--- src/rtl/mul_div_unit.sv ---
// mul_div_unit: multi-cycle signed multiply/divide engine driving the HI/LO registers
// Ports: clk, reset (async, active-high); start/op/a/b request an operation
// (op 0 = multiply, 1 = divide); busy/done report progress; hi_out/lo_out carry
// the result (product halves, or remainder/quotient); hi_load/lo_load pulse
// with done; div_by_zero flags a zero divisor and is held with the result.
module mul_div_unit #(
  parameter int WIDTH = 32
) (
  input  logic             clk,
  input  logic             reset,
  input  logic             start,
  input  logic             op,
  input  logic [WIDTH-1:0] a,
  input  logic [WIDTH-1:0] b,
  output logic             busy,
  output logic             done,
  output logic [WIDTH-1:0] hi_out,
  output logic [WIDTH-1:0] lo_out,
  output logic             hi_load,
  output logic             lo_load,
  output logic             div_by_zero
);
  localparam int CW = $clog2(WIDTH) + 1;
  typedef enum logic [1:0] {IDLE, CALC, DONE} state_t;
  state_t r_state, w_next;
  logic [CW-1:0] r_cnt;
  logic [WIDTH-1:0] r_acc, r_q, r_mb, r_a, r_hi, r_lo;
  logic r_op, r_neg_a, r_neg_b, r_dz;
  logic [WIDTH:0] w_sum, w_sh, w_diff;
  logic [2*WIDTH-1:0] w_prod;
  logic [WIDTH-1:0] w_quo, w_rem;
  logic w_ge, w_last, w_dz;
  always_ff @(posedge clk or posedge reset)
    if (reset) r_state <= IDLE;
    else r_state <= w_next;
  always_comb
    w_next = (r_state == IDLE) ? (start ? CALC : IDLE) :
             (r_state == CALC) ? (w_last ? DONE : CALC) : IDLE;
  always_comb begin
    busy    = r_state != IDLE;
    done    = r_state == DONE;
    hi_load = r_state == DONE;
    lo_load = r_state == DONE;
  end
  assign hi_out      = r_hi;
  assign lo_out      = r_lo;
  assign div_by_zero = r_dz;
  // r_acc:r_q is the product register for multiply and remainder:quotient for divide;
  // the extra counter state (r_cnt == WIDTH) is the sign-correction edge.
  always_comb begin
    w_last = r_cnt == CW'(WIDTH);
    w_sum  = {1'b0, r_acc} + {1'b0, r_mb};
    w_sh   = {r_acc, r_q[WIDTH-1]};
    w_ge   = w_sh >= {1'b0, r_mb};
    w_diff = w_sh - {1'b0, r_mb};
    w_prod = (r_neg_a ^ r_neg_b) ? -{r_acc, r_q} : {r_acc, r_q};
    w_quo  = (r_neg_a ^ r_neg_b) ? -r_q : r_q;
    w_rem  = r_neg_a ? -r_acc : r_acc;
    w_dz   = r_op && (r_mb == '0);
  end
  always_ff @(posedge clk or posedge reset)
    if (reset) begin
      r_cnt   <= '0;
      r_acc   <= '0;
      r_q     <= '0;
      r_mb    <= '0;
      r_a     <= '0;
      r_op    <= 1'b0;
      r_neg_a <= 1'b0;
      r_neg_b <= 1'b0;
      r_hi    <= '0;
      r_lo    <= '0;
      r_dz    <= 1'b0;
    end else if (r_state == IDLE && start) begin
      r_op    <= op;
      r_a     <= a;
      r_neg_a <= a[WIDTH-1];
      r_neg_b <= b[WIDTH-1];
      r_acc   <= '0;
      r_q     <= a[WIDTH-1] ? -a : a;
      r_mb    <= b[WIDTH-1] ? -b : b;
      r_cnt   <= '0;
      r_dz    <= 1'b0;
    end else if (r_state == CALC && !w_last) begin
      r_cnt <= r_cnt + CW'(1);
      if (r_op) begin
        r_acc <= w_ge ? w_diff[WIDTH-1:0] : w_sh[WIDTH-1:0];
        r_q   <= {r_q[WIDTH-2:0], w_ge};
      end else
        {r_acc, r_q} <= r_q[0] ? {w_sum, r_q[WIDTH-1:1]} : {1'b0, r_acc, r_q[WIDTH-1:1]};
    end else if (r_state == CALC) begin
      r_dz <= w_dz;
      r_hi <= r_op ? (w_dz ? r_a : w_rem) : w_prod[2*WIDTH-1:WIDTH];
      r_lo <= r_op ? (w_dz ? '1 : w_quo) : w_prod[WIDTH-1:0];
    end
endmodule

--- config.mk ---
export PLATFORM = sky130hd
export DESIGN_NAME = mul_div_unit
export DESIGN_NICKNAME = d
export VERILOG_FILES = /design/src/rtl/mul_div_unit.sv
export SDC_FILE = /design/constraint.sdc
export NUM_CORES = 1
export LEC_CHECK = 0
export BUFFER_PORTS_ARGS = -buffer_cell sky130_fd_sc_hd__buf_2
export CAP_MARGIN = 20
export CORE_UTILIZATION = 56
export DETAILED_ROUTE_END_ITERATION = 8
export GPL_ROUTABILITY_DRIVEN = 0
export HOLD_SLACK_MARGIN = 0.03
export MAX_ROUTING_LAYER = met4
export PLACE_DENSITY = 0.78
export SLEW_MARGIN = 10
export SYNTH_ARGS = -nofsm -noshare
export SYNTH_HDL_FRONTEND = slang
export SYNTH_SLANG_ARGS = --single-unit
--- constraint.sdc ---
create_clock -name clk -period 7.2 [get_ports clk]
set_clock_uncertainty 0.2 [all_clocks]
set_input_delay 1.44 -clock clk [delete_from_list [all_inputs] [get_ports clk]]
set_output_delay 1.44 -clock clk [all_outputs]
set_load 0.01 [all_outputs]
* Yosys cells after proc, flatten, opt, wreduce, memory -nomap -nowiden
Index checks and enable logic that the tools add are counted.
** Cells by class
- Add/subtract/negate cells :: 8
- $lt $le $gt $ge :: 1
- Equality and inequality tests :: 4
- Multiplexer cells :: 26
- Bitwise logic cells :: 3
- Reduce and logical (&&, ||, !) cells :: 11
** Operators by type and width (count)
- $mux W32 :: 15
- $mux W64 :: 2
- $neg A32 Y32 :: 4
- $neg A64 Y64 :: 1
- $add A32 B32 Y33 :: 1
- $ge A33 B32 Y1 :: 1
- $logic_not A32 Y1 :: 1
- $sub A32 B32 Y32 :: 1
- $mux W6 :: 2
- $add A6 B1 Y6 const B :: 1
- $eq A6 B6 Y1 const B :: 1
- $mux W2 :: 3
- $reduce_bool A2 Y1 :: 3
- $mux W1 :: 4
- $logic_and A1 B1 Y1 :: 3
- $reduce_and A3 Y1 :: 1
- $eq A2 B1 Y1 const B :: 1
- $eq A2 B2 Y1 const B :: 1
- $logic_not A2 Y1 :: 1
- $ne A2 B2 Y1 const B :: 1
- $not A1 Y1 :: 2
- $reduce_and A2 Y1 :: 1
- $logic_not A1 Y1 :: 1
- $xor A1 B1 Y1 :: 1
** Storage, ports and cells
- Flip-flop bits (word level) :: 204
- Input port bits :: 68
- Output and inout bits :: 69
- Word-level logic and storage cells :: 65

* Depth between registers and ports, before layout
Gate-level depths: netlist of run 1.
- Word-level depth :: 5
- Mapped depth :: 15
- Gate-level depth less buffers :: 13

* Least setup slack after synthesis of run 1
Ideal clock, no wire load.
- Path kind :: input-to-reg
- Start point :: in b[6]
- End point :: reg r_mb[29]
- Library setup time :: 129 ps
- Arrival :: 3784 ps
- Data required time :: 6871 ps
- Path slack :: 3087 ps
- Stages :: 9
- Buffers on the path :: 0
- Cell sequence :: nor4_2 -> nand2_1 -> or3_1 -> or2_1 -> or3_1 -> or4_1 -> o41ai_2 -> xor2_1 -> o21ai_1
** Between the ends
- Cells in the longest elaborated chain, start to end :: 2
** Ends and longest elaborated chain
- from (decl) :: line 14 : input logic [WIDTH-1:0] b,
- $neg A32 Y32 :: line 81 : r_mb <= b[WIDTH-1] ? -b : b;
- $mux W32 :: line 81
- to (signal assigned) :: line 81
- to (decl) :: line 27 : logic [WIDTH-1:0] r_acc, r_q, r_mb, r_a, r_hi, r_lo;
Every way passes these cells.
A chain may end at the register's enable or synchronous reset.

* Worst setup path in the final report of run 1
- Start point :: reg r_acc[8]
- End point :: reg r_acc[29]
** Between the ends
- Cells in the longest elaborated chain, start to end :: 5
- Elaborated cells on any way between the ends :: 8
- Classes of those cells :: 2 x add/sub; 1 x order compare; 5 x mux
** Ends and longest elaborated chain
- from (decl) :: line 27
- from (signal assigned) :: line 87 : r_acc <= w_ge ? w_diff[WIDTH-1:0] : w_sh[WIDTH-1:0];
- from (signal assigned) :: line 90 : {r_acc, r_q} <= r_q[0] ? {w_sum, r_q[WIDTH-1:1]} : {1'b0, r_acc, r_q[WIDTH-1:1]};
- $add A32 B32 Y33 (tied with other cells) :: line 52 : w_sum = {1'b0, r_acc} + {1'b0, r_mb};
- $mux W64 or $mux W32 (tied branches) :: line 90, 87
- $mux W32 (*) :: line 86 : if (r_op) begin
- $mux W32 (*) :: line 84 : end else if (r_state == CALC && !w_last) begin
- $mux W32 (*) :: line 74 : end else if (r_state == IDLE && start) begin
Every way passes the cells marked *; elsewhere a longest branch is shown, timed or not. The select of a mux whose other input is x is not followed.

==> metrics, run 1 <==
outcome=completed; global-route wire length before repair=73100 um; Post-Syn Nets=2140; DR iter-0 viols=1542; NetSw=5.13 mW; Max Slew Vio Count=0; ANT nets after route=0; layout cells sized above 1=0.111; area of the multi-input gates=10200 um2; Syn. warnings=0; Met2 Wirelength=21300 um; Die ar.=29400 um2; via count=15300; Top Layer Used=met4; setup TNS=0 ns; CP endpoint kind=flop; Longest Clk Path Bufs=3; Seq cells post-synth=203; clock-pin slew on the worst setup and hold paths=0.06 ns; port bufs=136; hold path startpoint=hi_out[28]; initial core utilization=0.575; CP max stage cell=dfrtp_1; worst slack, placed=2.62 ns; Worst Path Arrival=4.43 ns; ys async rst share=1.00; register area=5080 um2; clock latency on the worst-skew pair=0.53 ns; routed wl met3=3530 um; Synth Cell Area=16100 um2; fmax=236 MHz; Hold WS=0.273 ns; Syn Inst Count=2000; PostCTS Resize Cnt=0; DRT Wirelength=45600 um; FILL cells=2457; setup ws final=2.97 ns; hpwl dp=33000 um; Seq/Total Area, Yosys=0.315; Antenna Cells=0; family with the most delay on the worst path=compound AO/OA/AOI/OAI gates; CTS Root Cell=clkbuf_16; clock group share of total power=0.118; htree depth=1; EDFF count, synth=0; commonest register cell after synthesis=dfrtp_1; fin util=0.630; wire per inst=18.8 um; relative slew slack=0.350; WS Path Type=reg -> reg; Worst EP required=7.40 ns; CP peak stage delay=0.65 ns; most frequent cells in the layout=nand2_1 (292), dfrtp_1 (202), o21ai_0 (168), a21oi_1 (137); Critical path buffers and inverters=1; total core area=28000 um2; min cycle time layout=4.23 ns; RR Startpoint=r_acc[8]; worst hold stages=1; die width=172 um; crit start category=flop; syn avg cell area=8.05 um2; die height=172 um; library cells used by synthesis=80; CTS tree=built; CTS Sinks=203; Peak VDD IR=0.246 mV; gr ovfl total=0; Area Overhead vs Synth=9.48%; Worst R2R Setup Slack=2.97 ns; GRT Resource Usage Total=0.320; Cell Chain, Critical Path=ha_1 > a21oi_1 > o211ai_1 > a311oi_1 > nand2_1 > a211o_1 > a211oi_4 > buf_4 > nand2_1 > o221ai_1 > o21ai_0; Pint=5.25 mW; clock buffer count from CTS=24; # rows=61; drt pass-1 iters=5; residual DRC count=0; Final #Nets=2170; PwrDens=588 nW/um2; setup violators final=0; Pleak=8.01 nW; max-cap violations=0; combinational share of power=0.631; vias per cell=6.30; M1 WL=19200 um; most common cell after layout, fill and taps aside=nand2_1; Hold Violations, Final=0; number of antenna violations at the first check in global routing=0; Switching Share=0.494; R2R depth=11; largest net degree at the start of global routing=101; postcts setup bufs=0; sequential share of power=0.251; worst hold path endpoint=hi_out[28]; unrepaired setup endpoints after global routing=false; crit path max fanout=55; cts hold-fix bufs=0; period utilization=0.587; RR Endpoint=r_acc[29]; Slew @ Worst Pin=0.975 ns; Crit path top cell by count=nand2_1; Min-Delay Path Class=reg -> reg; vias in the first global route=14100; Ports=137
[Yosys cell counts (all sizes together), types with 22 or more instances]
cell	count	area [um2]
a211oi	29	223
a21o	31	233
a21oi	137	686
buf	25	125
clkbuf	123	464
dfrtp	203	5080
ha	70	876
inv	69	259
mux2i	46	460
nand2	293	1100
nand3	37	185
nor2	137	522
nor3	23	115
nor4	24	163
o211ai	61	458
o21ai	172	861
o31ai	43	323
or3	22	143
xnor2	68	596
xor2	123	1080
[metrics by stage]
stage	std cells	power (mW)	instance area, um2
floorplan	2000	7.41	16100
global placement	2380	8.78	16800
detailed placement	2380	8.97	16800
CTS	2423	10.2	17600
global route	2425	11.2	17600
finish	2425	10.4	17600
[metal layers]
layer / up-vias / GRT usage
li1: 7237 / -
met1: 7233 / 0.413
met2: 688 / 0.521
met3: 117 / 0.0373
met4: 0 / 0.108
met5: - / -
[how the worst max path moves through the flow]
stage	start	endpoint	slack [ns]	depth (start not counted)
finish	r_acc[8]	r_acc[29]	2.97	11
global placement	b[1]	r_mb[29]	2.69	10
CTS	r_acc[8]	r_acc[29]	3.04	11
floorplan	reset	div_by_zero	0.02	1
global route	r_acc[8]	r_acc[29]	2.78	11
detailed placement	b[1]	r_mb[29]	2.62	10
[registers in the layout, indices dropped and copies added (netlist names)]
register     count
hi_out          32
lo_out          32
r_a             32
r_acc           32
r_mb            32
r_q             32
r_cnt            6
r_state          2
div_by_zero      1
r_neg_b          1
r_op             1
[cells by family (layout without fill, tap and decap cells)]
family	Yosys count	after routing	share of synthesized area
AOI/OAI and AO/OA	609	609	0.248
DFF	203	203	0.315
buffers and inverters	218	265	0.0529
muxes	53	53	0.0335
and+or+nand+nor	654	654	0.190
xor gates and xnor gates	191	191	0.104
adders and majority gates	72	72	0.0569
[power by group through the flow]
| stage | registers [mW] | clock network, mW | logic, mW |
|---|---|---|---|
| global placement | 2.57 | 0 | 6.21 |
| global route | 2.68 | 1.28 | 7.26 |
| CTS | 2.58 | 1.24 | 6.43 |
| detailed placement | 2.59 | 0 | 6.37 |
| finish | 2.60 | 1.22 | 6.55 |
| floorplan | 2.18 | 0 | 5.23 |
[cell type report]
class | count | area share
clock buffer | 34 | 0.0385
clock inverter | 9 | 0.00624
inverter | 70 | 0.0153
multi-input combinational | 1579 | 0.579
sequential | 203 | 0.288
tap | 378 | 0.0268
timing repair buffer | 152 | 0.0457
(Power assumes the default switching activity.)
==> run 2, diff against run 1 <==
--- a/config.mk
+++ b/config.mk
@@ -7,12 +7,12 @@
 export LEC_CHECK = 0
 export BUFFER_PORTS_ARGS = -buffer_cell sky130_fd_sc_hd__buf_2
 export CAP_MARGIN = 20
-export CORE_UTILIZATION = 56
+export CORE_UTILIZATION = 62
 export DETAILED_ROUTE_END_ITERATION = 8
 export GPL_ROUTABILITY_DRIVEN = 0
 export HOLD_SLACK_MARGIN = 0.03
 export MAX_ROUTING_LAYER = met4
-export PLACE_DENSITY = 0.78
+export PLACE_DENSITY = 0.82
 export SLEW_MARGIN = 10
 export SYNTH_ARGS = -nofsm -noshare
 export SYNTH_HDL_FRONTEND = slang
==> constraint.sdc (replaced) <==
create_clock -name clk -period 4.2 [get_ports clk]
set_clock_uncertainty 0.2 [all_clocks]
set_input_delay 0.84 -clock clk [delete_from_list [all_inputs] [get_ports clk]]
set_output_delay 0.84 -clock clk [all_outputs]
set_load 0.01 [all_outputs]
==> run 2 against run 1 <==
Against the previous run: clock-buffer cell count did not move; register-to-register slack got worse by 2.7 ns; critical path depth is 3 lower; routed wire length increased by 0.90%; worst setup slack got worse by 2.7 ns; flip-flop and latch count stayed put.
==> metrics, run 2 (synthesis results as in run 1) <==
outcome=completed; CTS tree=built; vias per cell=6.43; Area Overhead vs Synth=10.3%; DRT Wirelength=46000 um; CP endpoint kind=flop; most frequent cells in the layout=nand2_1 (292), dfrtp_1 (202), o21ai_0 (168), a21oi_1 (137); total core area=25300 um2; max-cap violations=0; Cell Count, Final, Fillers Out=2398; GRT Resource Usage Total=0.358; number of antenna violations at the first check in global routing=0; WS Path Type=reg -> reg; global-route wire length before repair=74500 um; setup ws final=0.248 ns; Final #Nets=2190; vias in the first global route=14700; clock-pin slew on the worst setup and hold paths=0.06 ns; # rows=58; relative slew slack=0.389; FILL cells=2036; wire per inst=19.2 um; placed cells=2354; residual DRC count=0; layout cells sized above 1=0.121; die width=163 um; Cell Chain, Critical Path=or4_4 > or4b_1 > nor4_1 > nand2_1 > o41ai_2 > xnor2_1 > mux2i_1 > o21ai_0; largest net degree at the start of global routing=80; CP peak stage delay=0.65 ns; gr ovfl total=0; postcts setup bufs=0; DR iter-0 viols=1641; unrepaired setup endpoints after global routing=false; crit path max fanout=13; clock buffer count from CTS=24; Ports=137; Slew @ Worst Pin=0.916 ns; Worst EP required=4.38 ns; PwrDens=1020 nW/um2; Tot Pwr=18.1 mW; Longest Clk Path Bufs=3; Min-Delay Path Class=reg -> reg; htree depth=1; via count=15400; CTS Sinks=203; port bufs=136; die height=163 um; drt pass-1 iters=6; worst slack, placed=0.231 ns; setup TNS=0 ns; Worst Path Arrival=4.13 ns; Antenna Cells=0; setup violators final=0; CTS Root Cell=clkbuf_16; initial core utilization=0.636; Peak VDD IR=0.454 mV; cts hold-fix bufs=0; most common cell after layout, fill and taps aside=nand2_1; Die ar.=26600 um2; Area after DPL=17000 um2; fin area=17800 um2; PostCTS Resize Cnt=0; CP max stage cell=or4b_1; crit start category=flop; min cycle time layout=3.95 ns; fmax=253 MHz; hpwl dp=33000 um; Max Slew Vio Count=0; period utilization=0.941; Worst R2R Setup Slack=0.25 ns; clock latency on the worst-skew pair=0.53 ns; Pleak=8.12 nW; ANT nets after route=0; Hold Violations, Final=0
-- run 2: layout make-up --
class	instances	area, um2	share of cell area
Clock buffer	34	699	0.0394
Sequential cell	203	5080	0.286
Tap cell	330	413	0.0232
Timing Repair Buffer	172	976	0.0549
Inverter	70	267	0.0150
Multi-Input combinational cell	1579	10200	0.575
Clock inverter	10	105	0.00592
-- run 2: through the flow --
stage | hold slack (ns) | util
6_report | 0.264 | 0.701
5_1_grt | 0.287 | 0.701
4_1_cts | 0.264 | 0.701
3_5_place_dp | 0.251 | 0.669
3_3_place_gp | 0.252 | 0.669
2_1_floorplan | 0.240 | -
-- run 2: worst max-delay path, delay by kind of cell (launching register included) --
family          cells  cell delay, ns
compound gates      2            0.60
mux                 1            0.34
flops               1            0.45
simple gates        4            2.12
xor+xnor            1            0.10
-- run 2: per-layer routing --
metal / up-vias / GRT usage / share of wire
li1: 7295 / - / -
met1: 7301 / 0.450 / 0.41
met2: 694 / 0.583 / 0.47
met3: 138 / 0.0498 / 0.077
met4: 0 / 0.141 / 0.039
met5: - / - / 0
-- run 2: power by group --
group | internal [mW] | switching, mW
logic | 4.94 | 6.82
clock network | 1.28 | 0.862
registers | 2.95 | 1.24
total | 9.17 | 8.92
-- run 2: final timing paths --
path | cells past startpoint | endpoint | from
max reg2reg | 8 | hi_out[16] | r_q[6]
min in group asynchronous | 3 | lo_out[2] | reset
min | 2 | hi_out[15] | hi_out[15]
min reg2reg | 2 | hi_out[15] | hi_out[15]
max | 8 | hi_out[16] | r_q[6]
max in group asynchronous | 3 | r_op | reset
